==> config.mk <==
export PLATFORM = sky130hd
export DESIGN_NAME = serial_adder
export DESIGN_NICKNAME = d
export VERILOG_FILES = /design/src/rtl/serial_adder.sv
export SDC_FILE = /design/constraint.sdc
export NUM_CORES = 1
export LEC_CHECK = 0
export CAP_MARGIN = 20
export CORE_MARGIN = 2
export CORE_UTILIZATION = 40
export CTS_BUF_LIST = sky130_fd_sc_hd__clkbuf_4 sky130_fd_sc_hd__clkbuf_8
export DETAILED_ROUTE_END_ITERATION = 10
export REMOVE_ABC_BUFFERS = 1
export SYNTH_ARGS = -nofsm -noshare
export SYNTH_HDL_FRONTEND = slang
export SYNTH_SLANG_ARGS = --single-unit
==> constraint.sdc <==
create_clock -name clk -period 1.4 [get_ports clk]
set_input_delay 0.28 -clock clk [delete_from_list [all_inputs] [get_ports clk]]
set_output_delay 0.28 -clock clk [all_outputs]
set_load 0.1 [all_outputs]
==> src/rtl/serial_adder.sv <==
// Bit-serial adder/subtractor: one full-adder cell walks the operands LSB-first,
// one bit per clock, behind a start/busy/done handshake.
module serial_adder #(
  parameter int WIDTH = 8
) (
  input  logic             clk,
  input  logic             rst,
  input  logic             start,
  input  logic [WIDTH-1:0] a,
  input  logic [WIDTH-1:0] b,
  input  logic             cin,
  input  logic             sub,
  output logic             busy,
  output logic             done,
  output logic [WIDTH-1:0] sum,
  output logic             cout,
  output logic             ovf
);

  localparam int CW = $clog2(WIDTH + 1);

  typedef enum logic [1:0] {IDLE, RUN, DONE} state_t;

  state_t           r_state;
  state_t           w_next;
  logic [WIDTH-1:0] r_a;
  logic [WIDTH-1:0] r_b;
  logic [WIDTH-1:0] r_acc;
  logic [WIDTH-1:0] r_sum;
  logic             r_c;
  logic             r_cout;
  logic             r_ovf;
  logic [CW-1:0]    r_cnt;

  logic             w_s;
  logic             w_cn;
  logic             w_last;
  logic [WIDTH-1:0] w_acc_next;

  always_comb begin
    w_next     = r_state;
    w_last     = (r_cnt == CW'(WIDTH - 1));
    w_s        = r_a[0] ^ r_b[0] ^ r_c;
    w_cn       = (r_a[0] & r_b[0]) | (r_a[0] & r_c) | (r_b[0] & r_c);
    w_acc_next = r_acc >> 1;
    w_acc_next[WIDTH-1] = w_s;
    case (r_state)
      IDLE:    if (start) w_next = RUN;
      RUN:     if (w_last) w_next = DONE;
      DONE:    w_next = IDLE;
      default: w_next = IDLE;
    endcase
  end

  always_ff @(posedge clk) begin
    if (rst) r_state <= IDLE;
    else     r_state <= w_next;
  end

  always_ff @(posedge clk) begin
    if (rst) begin
      r_a    <= '0;
      r_b    <= '0;
      r_acc  <= '0;
      r_c    <= 1'b0;
      r_cnt  <= '0;
      r_sum  <= '0;
      r_cout <= 1'b0;
      r_ovf  <= 1'b0;
    end else begin
      case (r_state)
        IDLE: begin
          if (start) begin
            // Subtraction is a + ~b + 1: invert b and force the carry-in.
            r_a   <= a;
            r_b   <= sub ? ~b : b;
            r_c   <= sub ? 1'b1 : cin;
            r_cnt <= '0;
            r_acc <= '0;
          end
        end
        RUN: begin
          r_a   <= r_a >> 1;
          r_b   <= r_b >> 1;
          r_c   <= w_cn;
          r_acc <= w_acc_next;
          r_cnt <= r_cnt + CW'(1);
          if (w_last) begin
            // r_c is the carry into the MSB on this last step.
            r_sum  <= w_acc_next;
            r_cout <= w_cn;
            r_ovf  <= r_c ^ w_cn;
          end
        end
        default: ;
      endcase
    end
  end

  assign busy = (r_state == RUN);
  assign done = (r_state == DONE);
  assign sum  = r_sum;
  assign cout = r_cout;
  assign ovf  = r_ovf;

endmodule

==> impl_metrics.tcl <==
set metrics [dict create \
    dp_slack_ps -223 \
    wl_per_cell_um 14.1 \
    cp_cell_sequence "buf_12 -> nor2b_4 -> buf_12" \
    slowest_stage "dfxtp_2" \
    clk_pin_slew_ps 80 \
    dieWidth_um 70.7 \
    clock_latency_ps 290 \
    outcome "complete, no violations" \
    drt-total-wl_mm 4.04 \
    cts_buffers 5 \
    maxSlewViolCount 0 \
    ys_ff_latch 40 \
    fmax_mhz 720 \
    switchingPower_mw 0.643 \
    setup_viol 0 \
    p_comb_share_pct 15.8 \
    power_mw 2.59 \
    cts_buffer_depth 2 \
    cts_sinks 40 \
    tightest_slew_ps 266 \
    ys_seq_area_share_pct 45.0 \
    final_common_cell "dfxtp_1" \
    initial_core_util_pct 41.1 \
    path_max_fanout 18 \
    multiInputGateArea_sq_um 902 \
    syn_area_sq_um 1780 \
    n_antenna_cell 0 \
    fin_setup_tns_ps 0 \
    pwr-share-clk_pct 36.9 \
    critical_path_class "reg2out" \
    crit_path_max_incr_delay_ps 360 \
    p_leak_nw 1.01 \
    rows 24 \
    power_density_nw_per_um2 993 \
    dp_hpwl_mm 2.91 \
    cp-end-kind "primary output" \
    netlist_top_cells_area "dfxtp_1 45%, a22oi_1 7.2%, a21oi_1 5.3%" \
    htree_levels 2 \
    synth_flop_cell "dfxtp_1" \
    syn_to_final_growth_pct 46.9 \
    die-area_sq_um 4990 \
    grt_use_total_pct 17.0 \
    synth_top_area_cell "dfxtp_1" \
    p_int_mw 1.95 \
    coreArea_sq_um 4320 \
    antenna_found_initial 0 \
    fin_crit_ps 1390 \
    p_seq_share_pct 47.3 \
    dr.pass1.iters 4 \
    cp_data_required_time_ps 1120 \
    syn-mean-instance-area_sq_um 9.61 \
    fp.dieH_um 70.7 \
    grt_pass1_wl_mm 6.84 \
    ios 33 \
    overflow 0 \
    layout.nets 257 \
    crit_top_cell "buf_12" \
    vdd_drop_max_v 0.000513 \
    maxCapViolCount 0 \
    place_congestion 0.781 \
    remaining_drc_errors 0 \
    dr.first_iter.drc_count 106 \
    min_path_type "reg2reg" \
    ys_types 37 \
    mostFrequentLayoutCells "37 x dfxtp_1, 20 x clkdlybuf4s50_1, 20 x buf_4" \
    fillCellCount 385 \
    vias_per_cell 5.32 \
    tritoncts "done" \
    fin_crit_sh_pct 99.2 \
    slew_headroom_pct 82.0 \
    vias 1527 \
    antenna_left 0 \
    synthCells 185 \
    grt_max_degree 20 \
    worstSetupStartpointType "register" \
    swShare_pct 24.8 \
    hold_viol 0 \
    skew_ps 4.30 \
    crit_arrival_ps 1110 \
    cts_root_buf "clkbuf_8" \
    synth-edff-count 0 \
    port_buffers 32 \
    grt_pass1_vias 1505 \
    hold_buffers 0 \
    regArea_sq_um 807 \
    postSynth.asyncResetShare_pct 0 \
    drive_gt1_share_pct 28.5 \
    ys_warn_count 0 \
    setup_ws_ps 11.6 \
    yosysTopAreaCellShare_pct 45.0 \
    rsz0062_at_grt "yes" \
]
[kinds of logic after synthesis]
kind of cell / after synthesis / share of synthesized area, %
AO/OA/AOI/OAI: 67 / 28.2
AND/OR/NAND/NOR: 47 / 14.2
flip-flops: 40 / 45.0
buffers and inverters: 19 / 5.63
XOR/XNOR: 9 / 4.43
adder cells (fa/ha/maj): 2 / 1.83
multiplexers: 1 / 0.633
[cell usage after synthesis (2+ instances only)]
cell type,n
nand2b_1,10
nor3b_1,2
a31o_1,9
inv_1,2
a21oi_1,19
buf_2,10
o221a_2,7
nor2b_1,8
xnor2_1,8
buf_4,2
o21a_1,2
dfxtp_1,40
a22oi_1,17
o22ai_1,7
nor2_1,19
clkbuf_1,2
[per-layer routing]
metal  wire [um]  track usage [%]  up-vias
li1            -                -      768
met1        1870             22.2      719
met2        1960             26.8       33
met3         152             4.56        7
met4          59             6.92        0
met5           0                0        -
[critical path, delay by kind of cell, from the launching register on]
| kind | cells | cell delay (ps) |
|---|---|---|
| and+or+nand+nor | 1 | 120 |
| DFF | 1 | 360 |
| buffers and inverters | 2 | 340 |
[sequential cells by signal, summed over array words and instances, names as in the netlist]
register	flops
r_acc	7
r_a	8
cout	1
ovf	1
r_c	1
r_cnt	4
sum	8
r_state	2
r_b	8
[final timing paths]
kind / cells after the start / slack [ps] / from / end
max: 3 / 10 / r_state[0]$_SDFFE_PP0P_ / done
min: 1 / 490 / r_acc[1]$_SDFFE_PP0P_ / sum[0]$_SDFFE_PP0P_
max reg2reg: 6 / 100 / r_state[1]$_SDFFE_PP0P_ / r_b[3]$_SDFFE_PP0P_
min reg2reg: 1 / 490 / r_acc[1]$_SDFFE_PP0P_ / sum[0]$_SDFFE_PP0P_
[stage by stage]
stage / hold slack (ps) / cells / util, % / instance area (sq um)
global placement: 460 / 275 / 55.7 / 2410
finish: 492 / 287 / 60.4 / 2610
global route: 521 / 287 / 60.4 / 2610
floorplan: 345 / 169 / - / 1690
detailed placement: 471 / 275 / 55.7 / 2410
CTS: 488 / 284 / 58.9 / 2540
[power by group through the flow]
stage               combinational (mW)  sequential (mW)  clock (mW)
finish                           0.410             1.23       0.956
detailed placement               0.401             1.25           0
global placement                 0.391             1.25           0
CTS                              0.409             1.22       0.986
global route                     0.450             1.23        1.03
floorplan                        0.194             1.25           0
[area by class of cell]
| type | count | area share (%) |
|---|---|---|
| multi-input combinational | 126 | 34.5 |
| tap | 52 | 2.49 |
| timing repair buffer | 58 | 27.1 |
| sequential | 40 | 30.9 |
| inverter | 3 | 0.527 |
| clock inverter | 3 | 1.82 |
| clock buffer | 5 | 2.64 |
[what timing repair did]
item / 4_1_cts / 5_1_grt
pin swaps: 0 / 0
setup buffers: 1 / 2
endpoints found under the setup margin: 2 / 20
cloned: 0 / 1
gates resized for setup: 4 / 9
(Power assumes the default switching activity.)
